==> src/rtl/alu_pkg.sv <==
// Shared encodings for the core ALU and the multi-cycle MUL/DIV sequencer:
// ALU control codes, M-extension op codes and the sequencer state enum.
package alu_pkg;

    typedef enum logic [3:0] {
        ALU_ADD  = 4'b0000,
        ALU_SUB  = 4'b0001,
        ALU_AND  = 4'b0010,
        ALU_OR   = 4'b0011,
        ALU_XOR  = 4'b0100,
        ALU_SLT  = 4'b0101,
        ALU_SLTU = 4'b0110
    } alu_ctrl_e;

    typedef enum logic [1:0] {
        OP_MUL   = 2'b00,
        OP_MULHU = 2'b01,
        OP_DIVU  = 2'b10,
        OP_REMU  = 2'b11
    } muldiv_op_e;

    typedef enum logic [2:0] {
        S_IDLE    = 3'd0,
        S_MUL     = 3'd1,
        S_DIV_CMP = 3'd2,
        S_DIV_SUB = 3'd3,
        S_DONE    = 3'd4
    } seq_state_e;

endpackage

==> src/rtl/muldiv_shift_regs.sv <==
// Operand and partial-result registers for the sequencer: shift-add multiply
// (hi/lo/multiplier) and restoring divide (rem/quot/dividend).
module muldiv_shift_regs #(
    parameter int WIDTH = 32
) (
    input  logic             clk,
    input  logic             reset,
    input  logic             load,
    input  logic             mul_step,
    input  logic             div_step,
    input  logic             ge,
    input  logic [WIDTH-1:0] src_a,
    input  logic [WIDTH-1:0] src_b,
    input  logic [WIDTH-1:0] alu_out,
    output logic [WIDTH-1:0] hi_q,
    output logic [WIDTH-1:0] mcand_q,
    output logic             mplier_lsb,
    output logic [WIDTH-1:0] divisor_q,
    output logic [WIDTH-1:0] rem_sh,
    output logic             ovf,
    output logic [WIDTH-1:0] hi_d,
    output logic [WIDTH-1:0] lo_d,
    output logic [WIDTH-1:0] rem_d,
    output logic [WIDTH-1:0] quot_d
);

    logic [WIDTH-1:0] lo_q, mplier_q, dvd_q, rem_q, quot_q;
    logic [WIDTH-1:0] sum;
    logic             carry;

    // The carry out of hi+mcand only exists when an add really happened;
    // on skipped steps the ALU result is meaningless.
    always_comb begin
        sum   = mplier_q[0] ? alu_out : hi_q;
        carry = mplier_q[0] & (alu_out < hi_q);
        hi_d  = {carry, sum[WIDTH-1:1]};
        lo_d  = {sum[0], lo_q[WIDTH-1:1]};
        rem_d  = ge ? alu_out : rem_sh;
        quot_d = {quot_q[WIDTH-2:0], ge};
    end

    assign rem_sh     = {rem_q[WIDTH-2:0], dvd_q[WIDTH-1]};
    assign ovf        = rem_q[WIDTH-1];
    assign mplier_lsb = mplier_q[0];

    always_ff @(posedge clk) begin
        if (reset) begin
            hi_q      <= '0;
            lo_q      <= '0;
            mcand_q   <= '0;
            mplier_q  <= '0;
            dvd_q     <= '0;
            divisor_q <= '0;
            rem_q     <= '0;
            quot_q    <= '0;
        end else if (load) begin
            hi_q      <= '0;
            lo_q      <= '0;
            mcand_q   <= src_a;
            mplier_q  <= src_b;
            dvd_q     <= src_a;
            divisor_q <= src_b;
            rem_q     <= '0;
            quot_q    <= '0;
        end else if (mul_step) begin
            hi_q     <= hi_d;
            lo_q     <= lo_d;
            mplier_q <= mplier_q >> 1;
        end else if (div_step) begin
            rem_q  <= rem_d;
            quot_q <= quot_d;
            dvd_q  <= dvd_q << 1;
        end
    end

endmodule

==> src/rtl/alu_muldiv_sequencer.sv <==
// Multi-cycle unsigned MUL/MULHU/DIVU/REMU controller that steps the shared
// core ALU once per cycle instead of owning its own adder.
module alu_muldiv_sequencer
    import alu_pkg::*;
#(
    parameter int WIDTH = 32
) (
    input  logic             clk,
    input  logic             reset,
    input  logic             start,
    input  logic [1:0]       op,
    input  logic [WIDTH-1:0] src_a,
    input  logic [WIDTH-1:0] src_b,
    output logic             busy,
    output logic             done,
    output logic [WIDTH-1:0] result,
    output logic [3:0]       alu_control,
    output logic [WIDTH-1:0] alu_a,
    output logic [WIDTH-1:0] alu_b,
    input  logic [WIDTH-1:0] alu_out
);

    localparam int CW = $clog2(WIDTH);

    seq_state_e       state_q, state_d;
    muldiv_op_e       op_q, op_d;
    logic [CW-1:0]    cnt_q, cnt_d;
    logic             ge_q, ge_d;
    logic [WIDTH-1:0] result_q, result_d;
    logic             load, mul_step, div_step;

    logic [WIDTH-1:0] hi_q, mcand_q, divisor_q, rem_sh;
    logic [WIDTH-1:0] hi_d, lo_d, rem_d, quot_d;
    logic             mplier_lsb, ovf;

    muldiv_shift_regs #(.WIDTH(WIDTH)) u_regs (
        .clk        (clk),
        .reset      (reset),
        .load       (load),
        .mul_step   (mul_step),
        .div_step   (div_step),
        .ge         (ge_q),
        .src_a      (src_a),
        .src_b      (src_b),
        .alu_out    (alu_out),
        .hi_q       (hi_q),
        .mcand_q    (mcand_q),
        .mplier_lsb (mplier_lsb),
        .divisor_q  (divisor_q),
        .rem_sh     (rem_sh),
        .ovf        (ovf),
        .hi_d       (hi_d),
        .lo_d       (lo_d),
        .rem_d      (rem_d),
        .quot_d     (quot_d)
    );

    // The result register is loaded on the edge that enters DONE, using the
    // final step's next-state values, so it is valid during the done pulse.
    always_comb begin
        state_d     = state_q;
        op_d        = op_q;
        cnt_d       = cnt_q;
        ge_d        = ge_q;
        result_d    = result_q;
        load        = 1'b0;
        mul_step    = 1'b0;
        div_step    = 1'b0;
        alu_control = ALU_ADD;
        alu_a       = '0;
        alu_b       = '0;
        case (state_q)
            S_IDLE: begin
                if (start) begin
                    load  = 1'b1;
                    op_d  = muldiv_op_e'(op);
                    cnt_d = CW'(WIDTH - 1);
                    if (!op[1]) begin
                        state_d = S_MUL;
                    end else if (src_b != '0) begin
                        state_d = S_DIV_CMP;
                    end else begin
                        state_d  = S_DONE;
                        result_d = (op == OP_DIVU) ? '1 : src_a;
                    end
                end
            end
            S_MUL: begin
                mul_step = 1'b1;
                if (mplier_lsb) begin
                    alu_control = ALU_ADD;
                    alu_a       = hi_q;
                    alu_b       = mcand_q;
                end
                if (cnt_q == '0) begin
                    state_d  = S_DONE;
                    result_d = (op_q == OP_MUL) ? lo_d : hi_d;
                end else begin
                    cnt_d = cnt_q - 1'b1;
                end
            end
            S_DIV_CMP: begin
                alu_control = ALU_SLTU;
                alu_a       = rem_sh;
                alu_b       = divisor_q;
                ge_d        = ovf | ~alu_out[0];
                state_d     = S_DIV_SUB;
            end
            S_DIV_SUB: begin
                div_step = 1'b1;
                if (ge_q) begin
                    alu_control = ALU_SUB;
                    alu_a       = rem_sh;
                    alu_b       = divisor_q;
                end
                if (cnt_q == '0) begin
                    state_d  = S_DONE;
                    result_d = (op_q == OP_DIVU) ? quot_d : rem_d;
                end else begin
                    cnt_d   = cnt_q - 1'b1;
                    state_d = S_DIV_CMP;
                end
            end
            S_DONE: state_d = S_IDLE;
            default: state_d = S_IDLE;
        endcase
    end

    always_ff @(posedge clk) begin
        if (reset) begin
            state_q  <= S_IDLE;
            op_q     <= OP_MUL;
            cnt_q    <= '0;
            ge_q     <= 1'b0;
            result_q <= '0;
        end else begin
            state_q  <= state_d;
            op_q     <= op_d;
            cnt_q    <= cnt_d;
            ge_q     <= ge_d;
            result_q <= result_d;
        end
    end

    assign busy   = (state_q != S_IDLE);
    assign done   = (state_q == S_DONE);
    assign result = result_q;

endmodule

==> config.mk <==
export PLATFORM = sky130hd
export DESIGN_NAME = alu_muldiv_sequencer
export DESIGN_NICKNAME = d
export VERILOG_FILES = /design/src/rtl/alu_pkg.sv /design/src/rtl/muldiv_shift_regs.sv /design/src/rtl/alu_muldiv_sequencer.sv
export SDC_FILE = /design/constraint.sdc
export NUM_CORES = 1
export LEC_CHECK = 0
export CAP_MARGIN = 20
export CORE_ASPECT_RATIO = 1.75
export CORE_MARGIN = 2
export CORE_UTILIZATION = 35
export CTS_CLUSTER_DIAMETER = 150
export CTS_CLUSTER_SIZE = 25
export DETAILED_ROUTE_END_ITERATION = 8
export SLEW_MARGIN = 20
export SYNTH_ARGS = -nofsm -noshare
export SYNTH_HDL_FRONTEND = slang
export SYNTH_SLANG_ARGS = --single-unit
==> constraint.sdc <==
create_clock -name clk -period 2.3 [get_ports clk]
set_clock_uncertainty 0.05 [all_clocks]
set_input_delay 0.46 -clock clk [delete_from_list [all_inputs] [get_ports clk]]
set_output_delay 0.46 -clock clk [all_outputs]
set_load 0.05 [all_outputs]
-- Yosys cells after proc, flatten, opt, wreduce, memory -nomap -nowiden
Index checks and enable logic that the tools add are counted.
- equality and inequality tests: 13
- bitwise operators: 4
- reduce and logical (&&, ||, !) cells: 17
- order comparisons: 1
- $add $sub $neg: 1
- multiplexer cells: 37
- operators with widths (operator ; count):
    two-way mux 32 bit ; 19
    case mux 32 bit (3 select lines) ; 3
    less-than comparator 32 bit ; 1
    nonzero test 32 bit ; 1
    two-way mux 3 bit ; 5
    inequality test 2 bit, second input constant ; 7
    case mux 3 bit (4 select lines) ; 1
    two-way mux 5 bit ; 2
    case mux 5 bit (2 select lines) ; 1
    AND reduction 2 bit ; 4
    == test 3 x 2 -> 1 bit, second input constant ; 2
    case mux 3 bit (2 select lines) ; 1
    AND reduction 6 bit ; 1
    nonzero test 2 bit ; 3
    nonzero test 3 bit ; 2
    logical NOT 5 bit ; 1
    two-way mux 1 bit ; 5
    subtractor 5 x 1 -> 5 bit, second input constant ; 1
    == test 2 bit, second input constant ; 2
    OR reduction 2 bit ; 2
    == test 3 x 1 -> 1 bit, second input constant ; 1
    == test 3 bit, second input constant ; 1
    logical NOT 3 bit ; 1
    AND reduction 3 bit ; 1
    other kinds (4) ; 5
- bits in registers: 298

-- Depth between registers and ports, before layout
Gate-level depths: netlist (run 1).
- depth in word-level cells: 6
- depth in mapped cells: 10

-- Modules after synthesis
From an unflattened synthesis (run 1), not the netlist that was laid out.
- cells, all modules: 1818
- area, all modules: 14615.3 µm²
- modules (own cells, without submodules) (module ; times used ; area an instance (µm²) ; seq. area each (µm²) ; cells each):
    muldiv_shift_regs ; 1 ; 10891.7 ; 5084.9 ; 1288
    alu_muldiv_sequencer ; 1 ; 3723.6 ; 860.8 ; 530

-- Worst setup path before layout (run 1)
No wires, ideal clock.
- path kind: reg-to-output
- start: reg state_q[0]
- end: out alu_a[0]
- required time: 1.790 ns
- arrival time: 1.892 ns
- setup slack: -0.102 ns
- stages on the path, launching flop included: 8
- cells stage by stage: dfxtp_1 -> buf_6 -> nor2_1 -> and2_1 -> nand2b_1 -> buf_6 -> buf_6 -> a22o_1
- longest elaborated chain between the ends: 2
- elaborated cells on any way between the ends: 4
- ends and longest elaborated chain (item ; line ; RTL):
    start: declaration ; alu_muldiv_sequencer.sv:25 ; seq_state_e state_q, state_d;
    start signal: assignment ; alu_muldiv_sequencer.sv:137 ; state_q <= state_d;
    == test 3 x 2 -> 1 bit / == test 3 x 1 -> 1 bit (equally long branches) ; alu_muldiv_sequencer.sv:72 ; case (state_q)
    case mux 32 bit (3 select lines) (*) ; alu_muldiv_sequencer.sv:72 ;
    end: declaration ; alu_muldiv_sequencer.sv:18 ; output logic [WIDTH-1:0] alu_a,
Mark *: on every way between the ends. The rest lies on a longest branch, timed or not.

-- Worst setup path in the final report (run 1)
- start: reg state_q[0]
- end: out alu_b[17]
- longest elaborated chain between the ends: 2
- elaborated cells on any way between the ends: 4
- ends and longest elaborated chain (item ; line ; RTL):
    == test 3 x 2 -> 1 bit / == test 3 x 1 -> 1 bit (equally long branches) ; alu_muldiv_sequencer.sv:72 ;
    case mux 32 bit (3 select lines) (*) ; alu_muldiv_sequencer.sv:72 ;
    end: declaration ; alu_muldiv_sequencer.sv:19 ; output logic [WIDTH-1:0] alu_b,
Marks and branches as above.

==> impl_metrics.ini, run 1 <==
[die]
die_h_um = 270
die-area_mm2 = 0.0423
die_x_um = 156
io-pin-count = 203
core_area_mm2 = 0.0401
fp-row-count = 97
start_util = 0.355

[worst_setup_path]
cpMostUsedCell = buf_12
worst_setup_path_end_kind = primary output
critPathSlowestCell = dfxtp_2
required_ns = 1.79
cp-start-kind = flip-flop
arrival_ns = 2.07
crit_path_max_incr_delay_ns = 0.35
reg2reg_depth = 9
cp_cell_sequence = nor2b_4, and2_4, nand2_4, nand2b_4, buf_12, buf_12, a22o_4, buf_12
cp_max_fo = 16
critical_path_class = reg2out

[grt]
global_route.usage.total = 0.230
grt_max_degree = 130
antenna_found_initial = 3
grt_overflow = 0
grt_pass1_vias = 14000
grt_pass1_wl_um = 77800

[logic_synthesis]
netlist_top_cells_count = nand2_1 (452), dfxtp_1 (297), a21oi_1 (244)
synth_cells = 1828
syn_nets = 1961
synth_seq_cells = 297
synth_enable_flop_cells = 0
synth-async-reset-ratio = 0
synth_ff_type = dfxtp_1
ys_warn_count = 0
netlist.area_leader.share = 0.419
yosysMostFrequentCell = nand2_1
synth_top_cell_by_area = dfxtp_1
ys_seq_area_frac = 0.419
synth_area_mm2 = 0.0142
synth_area_per_cell_um2 = 7.77
synth_cell_type_count = 48
ys_top_cells_by_area = dfxtp_1 (42%), nand2_1 (12%), a21oi_1 (8.6%), mux2i_1 (4.5%), nor2_1 (4.5%)

[timing]
slew_violations = 0
hold_violations = 0
slew_headroom = 0.435
finalCriticalPeriod_ns = 2.58
setup_viol = 65
worst-slew-pin-transition_ns = 0.848
min_period_over_period = 1.12
hold_ws_ns = 0.406
worst_slack_ns = -0.277
rsz0062_at_grt = true
max_freq_mhz = 388

[cells_and_area]
fin_nets = 2174
drive_gt1_frac = 0.176
n_fill_cell = 3895
area_growth_pct = 37.1
utilization = 0.486

[clock_network]
clockRootBuffer = clkbuf_16
cts_hold_buf = 0
cts_sinks = 297
htree_levels = 1
clk_pin_slew_ns = 0.10
clockBufferDepth = 3
cts_tree = built
insertion_delay_ns = 0.51
cts_buffers = 15

[power_and_ir_drop]
peakVddDrop_mv = 0.382
finalPower_w = 0.0132
p_leak_nw = 7.18
p_per_area_mw_per_mm2 = 676

[routing]
drt-initial-drc-count = 1097
vias = 14200
wirelength_um = 51100
drc = 0
wl_per_cell_um = 20.1
drt_first_pass_iters = 5
antenna_left = 0
via_per_inst = 5.60

[place]
port_buffers = 201
place.gp.congestion = 0.854
place_ws_ns = -0.628
hpwl_um = 33700

[run_status]
outcome = finished with violations
violations = negative setup slack

[min_path]
min_path_cells = 2
hp-class = reg2reg

[flow_run]
timing.max_cap.violations = 0
==> per-layer routing <==
layer | track usage | vias to the layer above | share of wire
met5 | 0 | - | 0
met4 | 0.0891 | 0 | 0.040
met3 | 0.0232 | 99 | 0.046
met2 | 0.416 | 466 | 0.52
met1 | 0.276 | 6860 | 0.40
li1 | - | 6797 | -
==> sequential cells by signal, indices dropped and copies added (netlist names), 31 cells and up <==
register / flops
result: 32
u_regs.divisor_q: 32
u_regs.dvd_q: 32
u_regs.hi_q: 32
u_regs.lo_q: 31
u_regs.mcand_q: 32
u_regs.mplier_q: 32
u_regs.quot_q: 31
u_regs.rem_q: 32
==> worst max-delay path, delay by kind of cell (launching register included) <==
kind / cells / cell delay [ns]
flip-flops: 1 / 0.35
AND/OR/NAND/NOR: 4 / 0.44
AO/OA/AOI/OAI: 1 / 0.28
buffers and inverters: 3 / 0.44
==> area by class of cell <==
class | count | area [µm²] | share of cell area
Antenna cell | 3 | 7.51 | 0.000386
Clock buffer | 15 | 375 | 0.0193
Clock inverter | 1 | 5.00 | 0.000257
Inverter | 37 | 139 | 0.00713
Multi-Input combinational cell | 1326 | 8030 | 0.412
Sequential cell | 297 | 5960 | 0.306
Tap cell | 495 | 619 | 0.0318
Timing Repair Buffer | 364 | 4340 | 0.223
==> worst paths after layout <==
| check | startpoint | to | slack [ns] |
|---|---|---|---|
| setup reg to reg | u_regs.hi_q[31] | result[31] | 0.01 |
| hold reg to reg | u_regs.lo_q[1] | u_regs.lo_q[1] | 0.41 |
| hold / removal | u_regs.lo_q[1] | u_regs.lo_q[1] | 0.41 |
| setup / recovery | state_q[0] | alu_b[17] | -0.28 |
==> timing repair <==
action                                  in CTS  in global routing
endpoints found under the setup margin      67                 85
pin swaps                                   35                 32
gates resized for setup                     77                 33
buffers inserted                             9                  7
gates cloned                                 5                  5
==> kinds of logic after synthesis <==
| family | Yosys count | synth area share |
|---|---|---|
| AO/OA/AOI/OAI | 523 | 0.241 |
| XOR/XNOR | 1 | 0.000617 |
| adder cells (fa/ha/maj) | 32 | 0.0282 |
| buffers and inverters | 205 | 0.0662 |
| flip-flops | 297 | 0.419 |
| multiplexers | 64 | 0.0451 |
| other | 1 | 0.000264 |
| AND/OR/NAND/NOR | 705 | 0.200 |
==> cell usage in the layout, fill, tap and decap left out, types with 3 or more instances in the layout <==
master / count
inv_1: 37
and2_4: 3
a211oi_1: 66
buf_12: 90
a22o_4: 65
ha_1: 32
dfxtp_2: 7
buf_4: 130
a21oi_1: 242
nor2_1: 169
dfxtp_1: 288
a311oi_1: 61
clkbuf_16: 17
buf_6: 6
o221ai_1: 31
mux2i_1: 64
nand4_1: 5
clkdlybuf4s50_1: 129
nand3_1: 5
diode_2: 3
nor4_1: 7
buf_16: 4
nand2b_4: 3
nor3_1: 38
o21ai_0: 38
nand2_1: 450
==> metrics by stage <==
stage / instance area [µm²] / setup TNS (ns) / std cells
2_1_floorplan: 14300 / -0.0252 / 1828
3_3_place_gp: 18100 / -12.01 / 2495
3_5_place_dp: 18100 / -12.34 / 2495
4_1_cts: 19200 / -16.24 / 2525
5_1_grt: 19500 / -18.34 / 2538
6_report: 19500 / -15.28 / 2538
==> power by group <==
part / switching (W) / leakage [nW] / internal (W) / total, W
Clock: 0.00172 / 0.189 / 0.00119 / 0.00291
Combinational: 0.00266 / 4.56 / 0.00168 / 0.00434
Sequential: 0.000340 / 2.43 / 0.00559 / 0.00593
Total: 0.00472 / 7.18 / 0.00846 / 0.0132
Note: power is estimated with default switching activity, not from simulation.
==> run 2: changes to the inputs <==
==> constraint.sdc (replaced) <==
create_clock -name clk -period 2.2 [get_ports clk]
set_clock_uncertainty 0.05 [all_clocks]
set_input_delay 0.44 -clock clk [delete_from_list [all_inputs] [get_ports clk]]
set_output_delay 0.44 -clock clk [all_outputs]
set_load 0.05 [all_outputs]
==> run 2 against run 1 <==
  * The run still ends with negative setup slack left
  * Wire length fell by 2.2%
  * Non-clock buffer count rose by 5
  * Register-to-register slack improved by 0.10 ns
  * Worst setup slack got worse by 0.073 ns
  * Die area did not move
  * Flip-flop and latch count did not move
  * First-iteration DRC count rose by 0.46%
  * Combinational power rose by 6.7%
  * Critical path depth did not move
  * Hold slack barely moved
  * Core utilization rose by 0.50 points
  * Total power rose by 4.8%
==> impl_metrics.ini, run 2 (synthesis gave the netlist of run 1 again) <==
[routing]
via_per_inst = 5.51
drt_first_pass_iters = 5
wirelength_um = 50000
drc = 0
wl_per_cell_um = 19.7
drt-initial-drc-count = 1102
antenna_left = 0
vias = 14000

[grt]
grt_overflow = 0
antenna_found_initial = 1
grt_max_degree = 127
global_route.usage.total = 0.229
grt_pass1_wl_um = 77200
grt_pass1_vias = 13800

[die]
fp-row-count = 97
io-pin-count = 203
start_util = 0.355
die_x_um = 156
die_h_um = 270
die-area_mm2 = 0.0423
core_area_mm2 = 0.0401

[timing]
rsz0062_at_grt = true
worst_slack_ns = -0.350
finalCriticalPeriod_ns = 2.55
hold_violations = 0
slew_headroom = 0.476
min_period_over_period = 1.16
setup-tns-final_ns = -20.63
slew_violations = 0
max_freq_mhz = 392
worst-slew-pin-transition_ns = 0.786
setup_viol = 64

[power_and_ir_drop]
p_sw_w = 0.00490
sw_frac_of_total = 0.355
combPwrFrac = 0.335
p_int_w = 0.00891
p_per_area_mw_per_mm2 = 702
p_leak_nw = 7.55
peakVddDrop_mv = 0.447
power_frac_clock = 0.218
pwr-share-seq = 0.447

[worst_setup_path]
critPathSlowestCell = dfxtp_2
required_ns = 1.71
cp_max_fo = 7
cp_cell_sequence = nor2b_4, and2_4, nand2_4, nand2b_4, buf_8, buf_12, a22o_4, buf_12
cp-start-kind = flip-flop
reg2reg_depth = 10
critical_path_class = reg2out
crit_path_max_incr_delay_ns = 0.35
cpMostUsedCell = buf_12
arrival_ns = 2.06
worst_setup_path_end_kind = primary output

[cells_and_area]
instances_no_fill = 2541
area_growth_pct = 38.5
fin_nets = 2179
drive_gt1_frac = 0.185
mostFrequentLayoutCell = nand2_1
mostFrequentLayoutCells = nand2_1 (449), dfxtp_1 (281), a21oi_1 (242)

[clock_network]
cts_hold_buf = 0
insertion_delay_ns = 0.50
clockBufferDepth = 3
cts_sinks = 297
cts_buffers = 15
cts_tree = built
htree_levels = 1
clk_pin_slew_ns = 0.10
clockRootBuffer = clkbuf_16

[place]
port_buffers = 201
dpl.cell_count = 2503
place.gp.congestion = 0.900
place_ws_ns = -0.607
hpwl_um = 33900

[run_status]
outcome = finished with violations
violations = negative setup slack

[flow_run]
timing.max_cap.violations = 0

[min_path]
hp-class = reg2reg
min_path_cells = 2
## run 2: changes by cell type in the layout (fill, tap and decap cells not counted), moves of 7 or more
cell / delta
dlygate4sd2_1: +9
dfxtp_1: -7
dlymetal6s2s_1: +16
clkdlybuf4s50_1: -27
## run 2: worst paths after layout
path	start	endpoint	slack, ns
setup / recovery	state_q[0]	alu_a[17]	-0.35
hold / removal	result[6]	result[6]	0.41
setup reg to reg	u_regs.hi_q[14]	result[31]	0.11
hold reg to reg	result[6]	result[6]	0.41
## run 2: repair_timing
item	4_1_cts	5_1_grt
pin swaps	43	28
resized for setup	104	45
setup buffers	9	5
gates cloned	7	0
setup endpoints to repair	77	81
## run 2: metrics by stage
step | total power (W) | util | hold slack, ns | cell area [µm²]
after CTS | 0.0138 | 0.486 | 0.401 | 19500
final | 0.0138 | 0.491 | 0.405 | 19700
after global routing | 0.0145 | 0.491 | 0.427 | 19700
after detailed placement | 0.0105 | 0.456 | 0.396 | 18200
after global placement | 0.0104 | 0.456 | 0.390 | 18200
after floorplan | 0.00879 | - | 0.383 | 14300
## run 2: area by class of cell
| type | instances | area [µm²] |
|---|---|---|
| diodes | 1 | 2.50 |
| clock buffers | 15 | 375 |
| clock inverters | 1 | 5.00 |
| fillers | 3829 | 20400 |
| inverters | 37 | 139 |
| multi-input cells | 1326 | 8080 |
| flip-flops and latches | 297 | 5970 |
| well taps | 495 | 619 |
| repair buffers | 369 | 4480 |
## run 2: per-layer routing
layer | global-route usage | part of all wire | vias to the layer above | routed length, µm
met4 | 0.0968 | 0.042 | 0 | 2080
met3 | 0.0191 | 0.044 | 84 | 2200
met5 | 0 | 0 | - | 0
met2 | 0.412 | 0.51 | 416 | 25500
met1 | 0.277 | 0.40 | 6698 | 20100
li1 | - | - | 6805 | -
## run 2: critical path: cells and delay by family, from the launching register on
family | cells | cell delay, ns
buffers and inverters | 3 | 0.46
flip-flops | 1 | 0.35
AO/OA/AOI/OAI | 1 | 0.27
AND/OR/NAND/NOR | 4 | 0.47
## run 2: power by group through the flow
| stage | registers (W) | clock network [W] | logic (W) |
|---|---|---|---|
| 6_report | 0.00617 | 0.00301 | 0.00463 |
| 2_1_floorplan | 0.00629 | 0 | 0.00250 |
| 3_3_place_gp | 0.00624 | 0 | 0.00418 |
| 5_1_grt | 0.00623 | 0.00327 | 0.00501 |
| 4_1_cts | 0.00617 | 0.00311 | 0.00454 |
| 3_5_place_dp | 0.00625 | 0 | 0.00423 |
==> run 3: changes to the inputs <==
--- a/config.mk
+++ b/config.mk
@@ -12,6 +12,7 @@
 export CTS_CLUSTER_DIAMETER = 150
 export CTS_CLUSTER_SIZE = 25
 export DETAILED_ROUTE_END_ITERATION = 8
+export DONT_BUFFER_PORTS = 1
 export SLEW_MARGIN = 20
 export SYNTH_ARGS = -nofsm -noshare
 export SYNTH_HDL_FRONTEND = slang
==> run 3 against run 2 <==
  * The run ends with negative hold slack, negative setup slack left
  * Worst setup slack worse by 0.017 ns
  * Wire length is 0.29% higher
  * Combinational power is 9.3% lower
  * Total power is 1.8% lower
  * Largest cell class unchanged
==> impl_metrics.ini, run 3 (synthesis gave the netlist of run 1 again) <==
[cells_and_area]
mostFrequentLayoutCells = nand2_1 (450), dfxtp_1 (287), a21oi_1 (232)
mostFrequentLayoutCell = nand2_1
seq_area_mm2 = 0.00596
drive_gt1_frac = 0.175
multiInputGateArea_mm2 = 0.00826
fin_nets = 1970
diodes = 0
n_fill_cell = 3858
final_area_mm2 = 0.0179
utilization = 0.447
area_growth_pct = 26.2

[worst_setup_path]
reg2reg_depth = 11
worst_setup_path_end_kind = primary output
r2r_start = state_q[0]
cp-start-kind = flip-flop
r2r_setup_slack_ns = -0.07
timing.rr.end = result[31]
required_ns = 1.71
critical_path_class = reg2out
arrival_ns = 2.08
worstSetupStartpoint = state_q[0]
crit_end = alu_a[26]
cp_max_fo = 5

[clock_network]
clk_pin_slew_ns = 0.10
cts_buffers = 15
htree_levels = 1
cts_hold_buf = 5
insertion_delay_ns = 0.51
clockRootBuffer = clkbuf_16
cts_tree = built
clockBufferDepth = 3
cts_sinks = 297

[grt]
grt_pass1_wl_um = 74900
top_usage_layer = met2
global_route.usage.total = 0.224
antenna_found_initial = 0
grt_use_met1 = 0.267
gr-usage-met3 = 0.0327
grt_max_degree = 172
grt_pass1_vias = 12900
grt_overflow = 0
use_met2 = 0.392

[routing]
wl_per_cell_um = 21.5
drc = 0
vias = 13300
drt_first_pass_iters = 6
drt-initial-drc-count = 1127
wirelength_um = 50100
via_per_inst = 5.70
antenna_left = 0

[min_path]
min_from = reset
hp-class = in2reg
min_path_cells = 1

[timing]
slew_headroom = 0.481
worst_slack_ns = -0.367
rsz0062_at_grt = true
hold_ws_ns = -0.0708
setup_viol = 67
worst-slew-pin-transition_ns = 0.778
max_freq_mhz = 390
hold_violations = 46
finalCriticalPeriod_ns = 2.57
slew_violations = 0
min_period_over_period = 1.17

[run_status]
outcome = finished with violations
violations = negative hold slack, negative setup slack

[die]
start_util = 0.355
die_h_um = 270
io-pin-count = 203
core_area_mm2 = 0.0401
fp-row-count = 97
die-area_mm2 = 0.0423
die_x_um = 156

[power_and_ir_drop]
p_per_area_mw_per_mm2 = 757
p_leak_nw = 6.33
peakVddDrop_mv = 0.431

[place]
hpwl_um = 32000
place.gp.congestion = 0.873
port_buffers = 0
place_area_mm2 = 0.0161

[flow_run]
timing.max_cap.violations = 0
==> run 3: cell count changes in the layout (fill, tap and decap cells not counted), moves of 8 or more <==
cell / previous run / this run
a21oi_2: 2 / 12
o221ai_2: 0 / 26
a21oi_1: 242 / 232
dlymetal6s2s_1: 16 / 0
buf_4: 135 / 51
dlygate4sd2_1: 10 / 0
clkdlybuf4s50_1: 102 / 0
o221ai_1: 31 / 1
clkbuf_16: 15 / 23
buf_12: 96 / 79
==> run 3: final cells by class <==
cell class              count  area share
inverters                  37     0.00796
well taps                 495      0.0346
flip-flops and latches    297       0.333
clock buffers              15      0.0209
repair buffers            160       0.143
clock inverters             1    0.000279
multi-input cells        1326       0.461
==> run 3: critical path, stage by stage, from the launching register on <==
cell and delay, ns:
dfxtp_2 0.35, nor2b_4 0.13, and2_4 0.16, nand2_4 0.07, nand2b_4 0.08, clkbuf_16 0.19
buf_16 0.16, a22o_4 0.27, buf_12 0.15
==> run 3: report_power, final <==
group / switching, W / internal (W) / leakage (nW)
sequential: 0.000480 / 0.00584 / 2.43
combinational: 0.00261 / 0.00159 / 3.72
clock: 0.00180 / 0.00124 / 0.189
==> run 3: stage by stage <==
stage | setup WS [ns] | total power (W) | std cells | setup TNS, ns
floorplan | -0.105 | 0.00879 | 1828 | -0.394
finish | -0.367 | 0.0136 | 2331 | -21.80
detailed placement | -0.170 | 0.00993 | 2282 | -0.195
global route | -0.411 | 0.0142 | 2331 | -27.52
global placement | -0.129 | 0.00987 | 2282 | -0.144
CTS | -0.381 | 0.0133 | 2318 | -22.49
==> run 3: timing repair <==
| action | CTS | global route |
|---|---|---|
| gates resized for setup | 64 | 89 |
| endpoints found under the hold margin | 169 | 165 |
| setup buffers | 8 | 5 |
| pin swaps | 20 | 79 |
| gates cloned | 8 | 9 |
| endpoints found under the setup margin | 67 | 112 |
==> run 3: how the worst min path moves through the flow <==
stage                           endpoint  slack (ns)
CTS                    u_regs.mcand_q[9]       -0.08
detailed placement    u_regs.mcand_q[23]        0.39
floorplan                 u_regs.lo_q[1]        0.38
global placement    u_regs.divisor_q[21]        0.39
global route                  result[21]       -0.09
finish                u_regs.mcand_q[20]       -0.07
==> run 3: layer usage <==
layer | vias up | routed length (µm)
met4 | 0 | 2330
met5 | - | 0
li1 | 6407 | -
met1 | 6406 | 19400
met2 | 387 | 25500
met3 | 97 | 2870
